## src/rtl/lc3_mem_pkg.sv

```systemverilog
`default_nettype none
// ============================================================================
//  Module      : lc3_mem_pkg
//  Description : Opcodes, FSM state type and opcode classification helpers
//                shared by the LC3 memory-access stage.
//  Revision    : 1.0 - initial release
// ============================================================================
package lc3_mem_pkg;

    localparam logic [3:0] OP_LD  = 4'b0010;
    localparam logic [3:0] OP_LDR = 4'b0110;
    localparam logic [3:0] OP_LDI = 4'b1010;
    localparam logic [3:0] OP_ST  = 4'b0011;
    localparam logic [3:0] OP_STR = 4'b0111;
    localparam logic [3:0] OP_STI = 4'b1011;

    typedef enum logic [2:0] {
        IDLE = 3'd0,
        IND  = 3'd1,
        RD   = 3'd2,
        WR   = 3'd3,
        DONE = 3'd4
    } mem_state_t;

    function automatic logic is_load(input logic [3:0] op);
        return (op == OP_LD) || (op == OP_LDR) || (op == OP_LDI);
    endfunction

    function automatic logic is_store(input logic [3:0] op);
        return (op == OP_ST) || (op == OP_STR) || (op == OP_STI);
    endfunction

    // LDR/STR take their address from the ALU (base+offset), the rest from the PC adder
    function automatic logic uses_base(input logic [3:0] op);
        return (op == OP_LDR) || (op == OP_STR);
    endfunction

endpackage
`default_nettype wire

```

## src/rtl/lc3_mem_lat_counter.sv

```systemverilog
`default_nettype none
// ============================================================================
//  Module      : lc3_mem_lat_counter
//  Description : Wait counter for multi-cycle memory states; loads MEM_LAT-1
//                and counts down, 'last' flags the final cycle of the state.
//  Revision    : 1.0 - initial release
// ============================================================================
module lc3_mem_lat_counter #(
    parameter int MEM_LAT = 1
) (
    input  logic clock,
    input  logic reset,
    input  logic load,
    output logic last
);

    localparam int CW = $clog2(MEM_LAT + 1);
    localparam logic [CW-1:0] c_load_val = CW'(MEM_LAT - 1);

    logic [CW-1:0] r_cnt;

    always_ff @(posedge clock) begin
        if (reset) begin
            r_cnt <= '0;
        end else if (load) begin
            r_cnt <= c_load_val;
        end else if (r_cnt != '0) begin
            r_cnt <= r_cnt - CW'(1);
        end
    end

    assign last = (r_cnt == '0);

endmodule
`default_nettype wire

```

## src/rtl/lc3_mem_access.sv

```systemverilog
`default_nettype none
// ============================================================================
//  Module      : lc3_mem_access
//  Description : LC3 memory-access stage: LD/LDR/LDI/ST/STR/STI with indirect
//                pointer fetch. Optional device-region flag: LC3_MEM_ADDR_CHECK_EN.
//  Revision    : 1.0 - initial release
// ============================================================================
module lc3_mem_access
    import lc3_mem_pkg::*;
#(
    parameter int          ADDR_W   = 16,
    parameter int          DATA_W   = 16,
    parameter int          MEM_LAT  = 1,
    parameter logic [15:0] DEV_BASE = 16'hFE00
) (
    input  logic              clock,
    input  logic              reset,
    input  logic              start,
    input  logic [15:0]       IR_Exec,
    input  logic              Mem_Control_out,
    input  logic [15:0]       pcout,
    input  logic [15:0]       aluout,
    input  logic [15:0]       M_Data,
    input  logic [DATA_W-1:0] D_Dout,
    output logic [ADDR_W-1:0] D_Addr,
    output logic [DATA_W-1:0] D_Din,
    output logic              D_macc,
    output logic              D_rd,
    output logic [DATA_W-1:0] memout,
    output logic              busy,
    output logic              done,
    output logic              addr_err
);

`ifdef LC3_MEM_ADDR_CHECK_EN
    localparam logic c_chk_en = 1'b1;
`else
    localparam logic c_chk_en = 1'b0;
`endif

    mem_state_t        r_state;
    mem_state_t        w_next;
    logic [3:0]        r_op;
    logic [ADDR_W-1:0] r_addr;
    logic [DATA_W-1:0] r_sdata;
    logic [DATA_W-1:0] r_din;
    logic [DATA_W-1:0] r_memout;
    logic              r_err;

    logic [3:0]        w_op;
    logic              w_accept;
    logic              w_last;
    logic              w_load_cnt;
    logic [ADDR_W-1:0] w_sel_addr;
    logic [ADDR_W-1:0] w_ptr_addr;
    logic              w_unused;

    function automatic logic in_dev(input logic [ADDR_W-1:0] a);
        return 32'(a) >= 32'(DEV_BASE);
    endfunction

    assign w_op       = IR_Exec[15:12];
    assign w_unused   = &{1'b0, IR_Exec[11:0]};
    assign w_accept   = (r_state == IDLE) && start && (is_load(w_op) || is_store(w_op));
    assign w_sel_addr = uses_base(w_op) ? ADDR_W'(aluout) : ADDR_W'(pcout);
    assign w_ptr_addr = ADDR_W'(D_Dout);

    always_ff @(posedge clock) begin
        if (reset) begin
            r_state <= IDLE;
        end else begin
            r_state <= w_next;
        end
    end

    always_comb begin
        w_next = r_state;
        case (r_state)
            IDLE: begin
                if (w_accept) begin
                    if (Mem_Control_out)      w_next = IND;
                    else if (is_load(w_op))   w_next = RD;
                    else                      w_next = WR;
                end
            end
            IND: begin
                if (w_last) w_next = is_load(r_op) ? RD : WR;
            end
            RD: begin
                if (w_last) w_next = DONE;
            end
            WR:      w_next = DONE;
            DONE:    w_next = IDLE;
            default: w_next = IDLE;
        endcase
    end

    // Every state change reloads the counter, so each timed state starts fresh
    assign w_load_cnt = (w_next != r_state);

    lc3_mem_lat_counter #(
        .MEM_LAT (MEM_LAT)
    ) u_lat_counter (
        .clock (clock),
        .reset (reset),
        .load  (w_load_cnt),
        .last  (w_last)
    );

    always_ff @(posedge clock) begin
        if (reset) begin
            r_op     <= '0;
            r_addr   <= '0;
            r_sdata  <= '0;
            r_din    <= '0;
            r_memout <= '0;
            r_err    <= 1'b0;
        end else begin
            if (w_accept) begin
                r_op    <= w_op;
                r_addr  <= w_sel_addr;
                r_sdata <= DATA_W'(M_Data);
                r_err   <= in_dev(w_sel_addr);
            end
            // Last indirection cycle: the fetched pointer becomes the access address
            if ((r_state == IND) && w_last) begin
                r_addr <= w_ptr_addr;
                r_err  <= r_err | in_dev(w_ptr_addr);
            end
            if (w_next == WR) begin
                r_din <= (r_state == IDLE) ? DATA_W'(M_Data) : r_sdata;
            end
            if ((r_state == RD) && w_last) begin
                r_memout <= D_Dout;
            end
        end
    end

    assign D_Addr   = r_addr;
    assign D_Din    = r_din;
    assign D_macc   = (r_state == IND) || (r_state == RD) || (r_state == WR);
    assign D_rd     = (r_state != WR);
    assign memout   = r_memout;
    assign busy     = (r_state != IDLE);
    assign done     = (r_state == DONE);
    assign addr_err = c_chk_en && (r_state == DONE) && r_err;

endmodule
`default_nettype wire
```

## config.mk

```make
export PLATFORM = sky130hd
export DESIGN_NAME = lc3_mem_access
export DESIGN_NICKNAME = d
export VERILOG_FILES = /design/src/rtl/lc3_mem_pkg.sv /design/src/rtl/lc3_mem_lat_counter.sv /design/src/rtl/lc3_mem_access.sv
export SDC_FILE = /design/constraint.sdc
export NUM_CORES = 1
export LEC_CHECK = 0
export CELL_PAD_IN_SITES_DETAIL_PLACEMENT = 1
export CELL_PAD_IN_SITES_GLOBAL_PLACEMENT = 2
export CORE_MARGIN = 5
export CORE_UTILIZATION = 23
export CTS_CLUSTER_SIZE = 20
export DETAILED_ROUTE_END_ITERATION = 10
export PLACE_DENSITY_LB_ADDON = 0.1
export RECOVER_POWER = 100
export SETUP_SLACK_MARGIN = 0.5
export SLEW_MARGIN = 20
export SYNTH_ARGS = -nofsm -noshare
export SYNTH_HDL_FRONTEND = slang
export SYNTH_SLANG_ARGS = --single-unit
export TNS_END_PERCENT = 5
```

## constraint.sdc

```tcl
create_clock -name clock -period 2.4 [get_ports clock]
set_input_delay 0.48 -clock clock [delete_from_list [all_inputs] [get_ports clock]]
set_output_delay 0.48 -clock clock [all_outputs]
set_load 0.02 [all_outputs]
```

-- After elaboration in Yosys (flattened, before gate mapping)
Cells that the tools add are included.
- register bits after elaboration: 72
- input port bits: 84
- word-level logic and storage cells: 54
- add/subtract/negate cells: 1
- equality and inequality tests: 16
- muxes and demuxes: 11
- bitwise gates (word level): 1
- reductions and logical operators: 18
- operators by type and width (cell ; count):
    $mux 16 ; 4
    $eq 4x2->1 const B ; 3
    $eq 4x3->1 const B ; 3
    $eq 4x4->1 const B ; 3
    $pmux 3 s4 ; 1
    $logic_or 1x1->1 ; 10
    $eq 3x2->1 const B ; 3
    $mux 3 ; 3
    $logic_and 1x1->1 ; 4
    $eq 3x1->1 const B ; 1
    $eq 3x3->1 const B ; 1
    $logic_not 3->1 ; 1
    $ne 3x2->1 const B ; 1
    $ne 3x3->1 ; 1
    $reduce_bool 3->1 ; 1
    $reduce_or 3->1 ; 1
    $mux 1 ; 2
    $mux 2 ; 1
    $reduce_bool 2->1 ; 1
    $not 1->1 ; 1
    $sub 1x1->1 const B ; 1

-- Logic depth before layout (Yosys ltp)
- word-level depth: 9
- depth in mapped cells: 9
- depth with buffers taken out: 6

-- Modules after synthesis
Synthesis repeated with hierarchy kept, for this count alone.
- cell total of the unflattened synthesis: 378
- area total of the unflattened synthesis: 3169.3 um^2
- by module, submodules not included (module ; times used ; cells each ; area an instance (um^2) ; sequential area each (um^2)):
    lc3_mem_access ; 1 ; 375 ; 3141.8 ; 1421.4
    lc3_mem_lat_counter ; 1 ; 3 ; 27.5 ; 20.0

-- Worst setup path before layout
OpenSTA, ideal clock, no wires.
- path kind: input to register
- from: in IR_Exec[15]
- to: reg r_addr[5] (netlist: D_Addr[5])
- library setup time: 0.128 ns
- arrival: 1.884 ns
- data required time: 2.272 ns
- path slack: 0.388 ns
- cell stages on the path: 7
- cells stage by stage: nand3b_1 -> clkbuf_1 -> clkbuf_1 -> mux2i_1 -> nor2_1 -> a221oi_1 -> nor2_1
- word-level cells in the longest chain between the ends: 6
- RTL lines (item ; line ; RTL):
    from (decl) ; lc3_mem_access.sv:19 ; input logic [15:0] IR_Exec,
    $eq 4x2->1 (tied with other cells) ; lc3_mem_pkg.sv:26 ; return (op == OP_LD) || (op == OP_LDR) || (op == OP_LDI);
    $logic_or 1x1->1 (on tied branches) (2 in a row) ; lc3_mem_pkg.sv:26, lc3_mem_pkg.sv:30 ;
    $logic_or 1x1->1 ; lc3_mem_access.sv:64 ; assign w_accept = (r_state == IDLE) && start && (is_load(w_op) || is_store(w_op));
    $logic_and 1x1->1 ; lc3_mem_access.sv:64 ;
    $reduce_bool 2->1 (no source line) ; - ;
    to (signal assigned) ; lc3_mem_access.sv:121 ; r_addr <= w_sel_addr;
    to (signal assigned) ; lc3_mem_access.sv:127 ; r_addr <= w_ptr_addr;
    to (decl) ; lc3_mem_access.sv:44 ; logic [ADDR_W-1:0] r_addr;
Several ways; a longest one is shown, not always the timed one. The select of a mux whose other input is x is not followed.
A chain may end at the register's enable or synchronous reset.

-- Worst setup path in the final report
- from: reg r_state[2]
- to: out busy
- word-level cells in the longest chain between the ends: 1
- RTL lines (item ; line ; RTL):
    from (decl) ; lc3_mem_access.sv:41 ; mem_state_t r_state;
    from (signal assigned) ; lc3_mem_access.sv:72 ; r_state <= w_next;
    $reduce_bool 3->1 ; lc3_mem_access.sv:144 ; assign busy = (r_state != IDLE);
    to (decl) ; lc3_mem_access.sv:30 ; output logic busy,
Every way passes these cells.

==> results <==
[area by class of cell]
class / count / share of cell area (%)
sequential: 72 / 29.6
clock inverter: 7 / 2.43
tap: 176 / 4.51
multi-input combinational: 265 / 30.7
timing repair buffer: 137 / 28.0
clock buffer: 9 / 4.61
inverter: 2 / 0.154
[per-layer routing]
layer	GRT usage (%)	part of all wire (%)	vias up
met5	0	0	-
met4	4.59	1.5	0
met3	6.31	8.0	13
met2	22.0	47	86
met1	15.1	43	1458
li1	-	-	1503
[path summary, 6_finish.rpt]
path / from / endpoint / cells past startpoint
setup / recovery: r_state[2] / busy / 3
hold / removal: memout[8] / memout[8] / 2
setup reg to reg: u_lat_counter.r_cnt / D_Din[5] / 6
hold reg to reg: memout[8] / memout[8] / 2
[cell families (layout without fill, tap and decap cells)]
kind of cell | count (synthesis) | in the layout
compound gates | 87 | 87
other cells | 1 | 2
mux | 32 | 32
simple gates | 144 | 144
buf+inv | 33 | 155
flops | 72 | 72
[power breakdown]
group	switching, mW	internal [mW]	total [mW]	leakage (nW)
clock	0.532	1.02	1.55	0.162
combinational	0.275	0.271	0.545	1.27
sequential	0.0327	1.25	1.28	0.585
total	0.839	2.53	3.37	2.02
[cell usage in the layout, fill, tap and decap left out, drive strengths merged]
master	count
a21oi	51
nor4bb	1
bufinv	3
dfxtp	72
clkdlybuf4s50	69
nand3b	1
clkinvlp	2
nand2	73
mux2i	32
nor2b	1
nand3	1
conb	2
dlygate4sd3	50
dlygate4sd2	2
buf	13
nor4b	1
nor3	6
o211ai	1
clkinv	1
inv	3
a211oi	1
a221oi	16
o21ai	17
clkbuf	12
and2	1
or3	18
o31ai	1
nor2	41
[through the flow]
stage | utilization [%] | area (µm²) | hold slack (ns) | power [mW] | cells
after detailed placement | 34.6 | 4540 | 0.450 | 1.88 | 652
final | 37.2 | 4880 | 0.451 | 3.37 | 668
after floorplan | - | 3080 | 0.431 | 1.58 | 370
after global placement | 34.6 | 4540 | 0.440 | 1.87 | 652
after CTS | 37.2 | 4890 | 0.458 | 3.45 | 668
after global routing | 37.2 | 4880 | 0.468 | 3.53 | 668
[registers in the layout, summed over array words and instances (netlist names)]
register and count:
r_state 3, r_op 4, u_lat_counter.r_cnt 1, D_Addr 16
D_Din 16, memout 16, r_sdata 16
[worst reg2reg max path: cells and delay by family, from the launching register on]
family,cells,cell delay (ns)
compound gates,3,0.55
flops,1,0.46
simple gates,2,0.46
buf+inv,1,0.17
[repair_timing]
item                                    in CTS  in global routing
pin swaps                                    0                  0
gates resized for setup                      5                  3
endpoints found under the setup margin      20                 36
==> flow_summary.toml <==
[status]
status = "finished clean"

[cells_and_area]
num-fill-cells = 1568
final_net_count = 571
regArea_um2 = 1440
multiInputGateArea_um2 = 1500
syn_to_final_growth_pct = 59.3
diodes = 0
drive_above_1_share_pct = 8.13

[timing]
rsz0062_at_grt = "yes"
slew_viol_final = 0
relSlewSlack_pct = 57.6
fin_skew_ns = 0.00397
setup_slack_ns = 0.240
tns_ns = 0
setup_viol_count_final = 0
tightest_slew_ns = 0.635
period_share_pct = 90.0
fmax_ghz = 0.463
fin_crit_ns = 2.16
finalHoldViolations = 0

[power_and_ir_drop]
leakagePower_nw = 2.02
powerDensity_nw_per_um2 = 691
vdd_ir_drop_max_mv = 0.433

[clocking]
cts_max_level = 3
clk_pin_slew_worst_paths_ns = 0.06
cts_root_buf = "clkbuf_16"
cts_tree = "yes"
cts_buffer_depth = 2
clk_latency_ns = 0.34
cts-buffers-inserted = 9
cts_setup_buffers = 0
clkSinkCount = 72
cts_hold_buf = 0

[place]
dpl.hpwl_um = 7070
place_congestion = 0.690
post-place-ws_ns = -0.0250
io_buffers = 123

[synthesis]
synthDistinctLibCells = 29
synth-edff-count = 0
synth_top_cell_by_area = "dfxtp_1"
synth_top_family_by_area = "simple AND/OR/NAND/NOR gates"
synth.yosys.seq_area_share_pct = 47.0
synth_mux_area_share_pct = 10.4
synth.most_common_cell = "nand2_1"
yosys-top-cells-count = "nand2_1, dfxtp_1, a21oi_1"
yosys.area_share.simple_pct = 20.8
synth_xor_area_share_pct = 0
synth_compound_area_share_pct = 16.4
ys_warn_count = 0
synth_top_area_share_pct = 47.0
syn_avg_cell_area_um2 = 8.31
netlist_instances = 369
synth_ff_type = "dfxtp_1"
synth_area_um2 = 3070
synth_fa_ha_area_share_pct = 0
ys_ff_latch = 72
async_flop_share_pct = 0
synth_area_leaders = "dfxtp_1, mux2i_1, nand2_1, a21oi_1, nor2_1"

[setup_path]
path_cells = "nor3_4 > inv_2 > dlygate4sd3_1"
crit_required_ns = 1.92
critPathTopFamily = "buffers and inverters"
arrival_ns = 1.68
slowest_delay_ns = 0.68
critPathLaunchType = "register"
crit_type = "reg -> out"
worstSetupEndpointType = "output port"
path_max_fanout = 5
ff2ff_setup_slack_ns = 0.68
cp_num_buf_inv = 2
slowest_stage = "dlygate4sd3_1"

[routing]
drc = 0
wire_per_inst_um = 15.3
ant_nets = 0
vias_per_cell = 4.58
via_count = 3060
routed_wl_um = 10300
dr.pass1.iters = 4
dr.first_iter.drc_count = 75

[global_routing]
grt_pass1_wl_um = 16800
grt_pass1_vias = 3260
grt_start_max_net_pins = 72
track_usage_pct = 13.3
antenna_found_initial = 0
grt_overflow = 0

[run]
maxCapViolations = 0

[hold_path]
hp-class = "reg -> reg"

[floorplan]
initial_utilization_pct = 23.3
core_um2 = 13100
pin_count = 137
die_w_um = 125
rows = 42
dieArea_um2 = 15700
fp.dieH_um = 125
Power figures use the tool's default switching activity.
